--- src/rtl/ldsd_control_fsm.sv ---
// ldsd_control_fsm: fetch/decode/sequence controller for the LD/SD datapath.
// Fetches one instruction per pass over a req/ack port, decodes RV64 LD/SD
// (funct3 = 011), drives operand selects in EXEC/MEM and the memory strobes in
// MEM, then advances the PC and the retired count.
// Optional feature: define SKIP_ILLEGAL_EN to skip illegal (non-zero)
// instructions instead of halting; an all-zero instruction always halts.
module ldsd_control_fsm #(
    parameter int unsigned           PC_WIDTH      = 32,
    parameter logic [PC_WIDTH-1:0]   RESET_PC      = {PC_WIDTH{1'b0}},
    parameter int unsigned           FETCH_TIMEOUT = 16
) (
    input  logic                clk,
    input  logic                reset,
    input  logic                start,
    output logic                instr_req,
    output logic [PC_WIDTH-1:0] instr_addr,
    input  logic                instr_ack,
    input  logic [31:0]         instr_data,
    output logic [5:0]          register_1,
    output logic [5:0]          register_2,
    output logic [11:0]         offset,
    output logic                ALUSrc,
    output logic [3:0]          ALU_CO,
    output logic                RegWrite,
    output logic                MemWrite,
    output logic                MemRead,
    output logic                MemReg,
    output logic                busy,
    output logic                halted,
    output logic                error,
    output logic [31:0]         retired
);

    typedef enum logic [2:0] {
        ST_IDLE   = 3'd0,
        ST_FETCH  = 3'd1,
        ST_DECODE = 3'd2,
        ST_EXEC   = 3'd3,
        ST_MEM    = 3'd4,
        ST_HALT   = 3'd5
    } state_t;

    localparam logic [6:0]          OPC_LOAD     = 7'b0000011;
    localparam logic [6:0]          OPC_STORE    = 7'b0100011;
    localparam logic [2:0]          F3_DOUBLE    = 3'b011;
    localparam logic [7:0]          TIMEOUT_LAST = 8'(FETCH_TIMEOUT - 1);
    localparam logic [PC_WIDTH-1:0] PC_STEP      = PC_WIDTH'(3'd4);

    state_t              state_r;
    logic [PC_WIDTH-1:0] pc_r;
    logic [31:0]         ir_r;
    logic [31:0]         retired_r;
    logic [7:0]          wait_cnt_r;
    logic                is_store_r;
    logic                instr_req_r;
    logic [5:0]          register_1_r;
    logic [5:0]          register_2_r;
    logic [11:0]         offset_r;
    logic                alu_src_r;
    logic [3:0]          alu_co_r;
    logic                reg_write_r;
    logic                mem_write_r;
    logic                mem_read_r;
    logic                mem_reg_r;
    logic                busy_r;
    logic                halted_r;
    logic                error_r;

    // LD rd,imm(rs1): opcode LOAD with 64-bit width
    function automatic logic is_ld(input logic [31:0] ir);
        return (ir[6:0] == OPC_LOAD) && (ir[14:12] == F3_DOUBLE);
    endfunction

    // SD rs2,imm(rs1): opcode STORE with 64-bit width
    function automatic logic is_sd(input logic [31:0] ir);
        return (ir[6:0] == OPC_STORE) && (ir[14:12] == F3_DOUBLE);
    endfunction

    // Sequencer: state, PC, IR, counters and every registered output
    always_ff @(posedge clk) begin
        if (reset) begin
            state_r      <= ST_IDLE;
            pc_r         <= RESET_PC;
            ir_r         <= 32'd0;
            retired_r    <= 32'd0;
            wait_cnt_r   <= 8'd0;
            is_store_r   <= 1'b0;
            instr_req_r  <= 1'b0;
            register_1_r <= 6'd0;
            register_2_r <= 6'd0;
            offset_r     <= 12'd0;
            alu_src_r    <= 1'b0;
            alu_co_r     <= 4'd0;
            reg_write_r  <= 1'b0;
            mem_write_r  <= 1'b0;
            mem_read_r   <= 1'b0;
            mem_reg_r    <= 1'b0;
            busy_r       <= 1'b0;
            halted_r     <= 1'b0;
            error_r      <= 1'b0;
        end else begin
            case (state_r)
                ST_IDLE: begin
                    if (start) begin
                        state_r     <= ST_FETCH;
                        instr_req_r <= 1'b1;
                        busy_r      <= 1'b1;
                        wait_cnt_r  <= 8'd0;
                    end else begin
                        state_r     <= ST_IDLE;
                    end
                end
                ST_FETCH: begin
                    if (instr_ack) begin
                        ir_r        <= instr_data;
                        instr_req_r <= 1'b0;
                        wait_cnt_r  <= 8'd0;
                        state_r     <= ST_DECODE;
                    end else if (wait_cnt_r == TIMEOUT_LAST) begin
                        // Last permitted wait cycle expired: give up and halt
                        error_r     <= 1'b1;
                        instr_req_r <= 1'b0;
                        busy_r      <= 1'b0;
                        halted_r    <= 1'b1;
                        state_r     <= ST_HALT;
                    end else begin
                        wait_cnt_r  <= wait_cnt_r + 8'd1;
                    end
                end
                ST_DECODE: begin
                    if (is_ld(ir_r) || is_sd(ir_r)) begin
                        is_store_r   <= is_sd(ir_r);
                        register_1_r <= {1'b0, ir_r[19:15]};
                        register_2_r <= is_sd(ir_r) ? {1'b0, ir_r[24:20]} : {1'b0, ir_r[11:7]};
                        offset_r     <= is_sd(ir_r) ? {ir_r[31:25], ir_r[11:7]} : ir_r[31:20];
                        alu_src_r    <= 1'b1;
                        alu_co_r     <= 4'b0010;
                        state_r      <= ST_EXEC;
`ifdef SKIP_ILLEGAL_EN
                    end else if (ir_r != 32'd0) begin
                        // Skip the bad word and carry on with the next one
                        error_r      <= 1'b1;
                        pc_r         <= pc_r + PC_STEP;
                        instr_req_r  <= 1'b1;
                        wait_cnt_r   <= 8'd0;
                        state_r      <= ST_FETCH;
`endif
                    end else begin
                        error_r      <= 1'b1;
                        busy_r       <= 1'b0;
                        halted_r     <= 1'b1;
                        state_r      <= ST_HALT;
                    end
                end
                ST_EXEC: begin
                    // Strobes become visible during MEM, one cycle only
                    mem_read_r  <= ~is_store_r;
                    reg_write_r <= ~is_store_r;
                    mem_reg_r   <= ~is_store_r;
                    mem_write_r <= is_store_r;
                    state_r     <= ST_MEM;
                end
                ST_MEM: begin
                    mem_read_r   <= 1'b0;
                    reg_write_r  <= 1'b0;
                    mem_reg_r    <= 1'b0;
                    mem_write_r  <= 1'b0;
                    register_1_r <= 6'd0;
                    register_2_r <= 6'd0;
                    offset_r     <= 12'd0;
                    alu_src_r    <= 1'b0;
                    alu_co_r     <= 4'd0;
                    pc_r         <= pc_r + PC_STEP;
                    retired_r    <= retired_r + 32'd1;
                    instr_req_r  <= 1'b1;
                    wait_cnt_r   <= 8'd0;
                    state_r      <= ST_FETCH;
                end
                ST_HALT: begin
                    state_r <= ST_HALT;
                end
                default: begin
                    // Unreachable encoding: fail safe into HALT with outputs quiet
                    state_r      <= ST_HALT;
                    error_r      <= 1'b1;
                    halted_r     <= 1'b1;
                    busy_r       <= 1'b0;
                    instr_req_r  <= 1'b0;
                    mem_read_r   <= 1'b0;
                    reg_write_r  <= 1'b0;
                    mem_reg_r    <= 1'b0;
                    mem_write_r  <= 1'b0;
                    register_1_r <= 6'd0;
                    register_2_r <= 6'd0;
                    offset_r     <= 12'd0;
                    alu_src_r    <= 1'b0;
                    alu_co_r     <= 4'd0;
                end
            endcase
        end
    end

    assign instr_req  = instr_req_r;
    assign instr_addr = pc_r;
    assign register_1 = register_1_r;
    assign register_2 = register_2_r;
    assign offset     = offset_r;
    assign ALUSrc     = alu_src_r;
    assign ALU_CO     = alu_co_r;
    assign RegWrite   = reg_write_r;
    assign MemWrite   = mem_write_r;
    assign MemRead    = mem_read_r;
    assign MemReg     = mem_reg_r;
    assign busy       = busy_r;
    assign halted     = halted_r;
    assign error      = error_r;
    assign retired    = retired_r;

endmodule

--- config.mk ---
export PLATFORM = sky130hd
export DESIGN_NAME = ldsd_control_fsm
export DESIGN_NICKNAME = d
export VERILOG_FILES = /design/src/rtl/ldsd_control_fsm.sv
export SDC_FILE = /design/constraint.sdc
export NUM_CORES = 1
export LEC_CHECK = 0
export ABC_CLOCK_PERIOD_IN_PS = 2100
export CAP_MARGIN = 20
export CORE_MARGIN = 2
export CORE_UTILIZATION = 57
export CTS_CLUSTER_DIAMETER = 40
export DETAILED_ROUTE_END_ITERATION = 8
export DONT_BUFFER_PORTS = 1
export GPL_TIMING_DRIVEN = 1
export MAX_ROUTING_LAYER = met4
export PLACE_DENSITY = 0.86
export SYNTH_ARGS = -nofsm -noshare
export SYNTH_HDL_FRONTEND = slang
export SYNTH_SLANG_ARGS = --single-unit
export TNS_END_PERCENT = 30
--- constraint.sdc ---
create_clock -name clk -period 2.1 [get_ports clk]
set_input_delay 0.21 -clock clk [delete_from_list [all_inputs] [get_ports clk]]
set_output_delay 0.21 -clock clk [all_outputs]
set_load 0.01 [all_outputs]
==> summary.md <==
| Metric | Value |
|---|---|
| Run status | `complete, but fails checks` |
| Failing checks | `negative setup slack` |
| Fmax achieved | `474 MHz` |
| Worst-path clk slew | `60 ps` |
| CP peak stage delay | `560 ps` |
| Initial Utilization | `58.5%` |
| VDD IR max | `0.627 mV` |
| Gr ovfl total | `0` |
| # IOs | `137` |
| Residual DRC | `0` |
| Final Critical Period | `2110 ps` |
| CTS Buf Count | `17` |
| Avg WL per Cell | `18.7 um` |
| Tot GR Track Use | `29.2%` |
| Design area | `7310 um^2` |
| Crit. End Element | `flip-flop` |
| Worst setup path category | `reg -> reg` |
| Final Worst Setup Slack | `-10.4 ps` |
| Port Buf Inserts | `0` |
| Area of the mapped netlist | `6040 um^2` |
| Final Net Count | `792` |
| Syn Inst Count | `705` |
| Post-synth EDFFs | `0` |
| Worst clock skew | `10.2 ps` |
| Initial drt markers | `354` |
| Yosys warns | `0` |
| Top-area cell type share of the netlist area | `44.4%` |
| Share of post-route cells with drive strength above 1 | `13.2%` |
| Hold Fails Final Rpt | `0` |
| Largest net degree at the start of global routing | `112` |
| Layout area overhead | `21.0%` |
| First-pass DRT Iterations | `7` |
| Number of diodes | `0` |
| Critical Path RT | `2550 ps` |
| Die area | `11400 um^2` |
| Root Buffer | `clkbuf_8` |
| Async SR Flop Fraction | `0%` |
| First-pass GRT wire length | `26100 um` |
| Clk sinks | `134` |
| Placed instance count | `832` |
| Core Box Area | `10300 um^2` |
| Maximum clock path buffer count | `2` |
| Critical Path AT | `2560 ps` |
| Fillers | `746` |
| Initial antenna violation count | `0` |
| Leakage | `0.00258 uW` |
| FP Rows | `37` |
| Die Span X | `107 um` |
| Relative slew slack | `60.9%` |
| Antenna-violating nets left | `0` |
| Largest area contributor in the netlist | `dfxtp_1` |
| Layout Cells excl Fill | `902` |
| Synthesis-stage register bit count | `134` |
| DP Area | `6290 um^2` |
| Top post-synthesis cells by count | `dfxtp_1, nand2_1, a21oi_1` |
| Worst-Skew Late Latency | `520 ps` |
| Final period utilization | `100%` |
| Reg2reg setup slack | `-10 ps` |
| Worst path slowest cell | `or4_4` |
| Hold slack | `61.9 ps` |
| DIE HEIGHT | `107 um` |
| Detailed Place HPWL | `10400 um` |
| CTS tree | `done` |
| Vias/cell | `6.27` |
| Post-synth cell types | `61` |
| PnR Total Power | `5990 uW` |
| Pins over their slew limit | `0` |
| Vias in the first global route | `5488` |
| CP Max Fanout | `7` |
| Area contributors post-synth | `dfxtp_1, a21oi_1, nand2_1` |
| CP top delay family | `simple AND/OR/NAND/NOR gates` |
| PwrDens | `819 nW/um^2` |
| Top-count cell post-synth | `dfxtp_1` |
| Slew @ Worst Pin | `582 ps` |
| Setup Fix Bufs, Post-CTS | `0` |
| RSZ-0062 raised after global routing | `true` |
| Vias | `5655` |
| Crit-path cells | `or3b_4 > or4_4 > or4_1 > a21oi_1` |
| Placer Congestion | `0.839` |
| Register area share after synthesis | `44.4%` |
| Hold WC Path Type | `in -> reg` |
| Max Cap Viol | `0` |
| Setup violations, final | `1` |
| CP startpoint kind | `flip-flop` |
| CP Buf/Inv Count | `0` |
| Synth Flop Type | `dfxtp_1` |
| H-tree levels | `4` |
| Post-Syn Area per Cell | `8.57 um^2` |
| Drt total wl | `16800 um` |
## where the power goes
part / internal [uW] / leakage, uW / total, uW / switching (uW)
Clock: 1810 / 0.000278 / 2980 / 1170
Combinational: 157 / 0.00122 / 375 / 218
Sequential: 2590 / 0.00108 / 2630 / 41.8
Total: 4560 / 0.00258 / 5990 / 1430
## metal layers
| layer | global-route usage [%] | up-vias | wire (um) |
|---|---|---|---|
| met5 | - | - | 0 |
| met4 | 11.1 | 0 | 255 |
| met3 | 8.33 | 28 | 1340 |
| met2 | 50.8 | 259 | 8800 |
| met1 | 31.7 | 2715 | 6440 |
| li1 | - | 2653 | - |
## worst min-delay path, cell delays in order
cell	delay, ps
nor4b_1	40
buf_4	150
o211ai_1	70
o2bb2ai_1	60
## layout by cell type, fill, tap and decap left out, types with 8 or more instances in the layout
master	count
nand2_1	92
nor2_1	35
buf_4	39
and4_1	12
mux2i_1	11
xor2_1	17
o31ai_1	26
dlygate4sd3_1	35
inv_1	11
a21oi_1	78
and3_1	8
o2bb2ai_1	11
dfxtp_1	133
a22o_1	11
clkbuf_16	16
or3_1	12
o21ai_0	19
nand4_1	23
nand3_1	29
or4_1	23
nand3b_1	8
## timing repair
| item | 4_1_cts | 5_1_grt |
|---|---|---|
| setup endpoints to repair | 0 | 14 |
| endpoints found under the hold margin | 112 | 0 |
| hold buffers | 36 | 0 |
| gates resized for setup | 0 | 10 |
## sequential cells by signal, indices dropped and copies added, names as in the netlist, 3 cells and up
register	cells
retired	32
register_1	5
wait_cnt_r	8
offset	12
ir_r	32
state_r	3
instr_addr	30
register_2	5
## final cells by class
| cell class | count | area (um^2) | area share, % |
|---|---|---|---|
| inverter | 11 | 41.3 | 0.565 |
| sequential | 134 | 2680 | 36.7 |
| multi-input combinational | 512 | 3120 | 42.7 |
| timing repair buffer | 77 | 702 | 9.60 |
| clock inverter | 15 | 180 | 2.46 |
| tap | 136 | 170 | 2.33 |
| clock buffer | 17 | 414 | 5.66 |
## metrics by stage
| stage | setup TNS, ps | utilization [%] | worst slack [ps] |
|---|---|---|---|
| floorplan | -58.1 | - | -37.3 |
| global placement | 0 | 60.9 | 114 |
| detailed placement | 0 | 60.9 | 18.5 |
| CTS | 0 | 70.3 | 8.52 |
| global route | -87.0 | 70.8 | -24.7 |
| finish | -10.4 | 70.8 | -10.4 |
## kinds of logic after synthesis
group | synth area share [%]
compound gates | 18.1
flops | 44.4
fa+ha+maj | 0.621
simple gates | 26.2
other cells | 0.0621
xor+xnor | 3.04
buf+inv | 5.24
mux | 2.38
## path summary, 6_finish.rpt
path                                 from                         end  cells past startpoint
hold reg to reg     ir_r[19]$_SDFFE_PP0P_       ir_r[19]$_SDFFE_PP0P_                      2
setup reg to reg  state_r[1]$_SDFFE_PP0P_    retired[31]$_SDFFE_PP0P_                      4
setup / recovery  state_r[1]$_SDFFE_PP0P_    retired[31]$_SDFFE_PP0P_                      4
hold / removal                      reset  register_2[0]$_SDFFE_PP0P_                      4
Power figures use the tool's default switching activity.
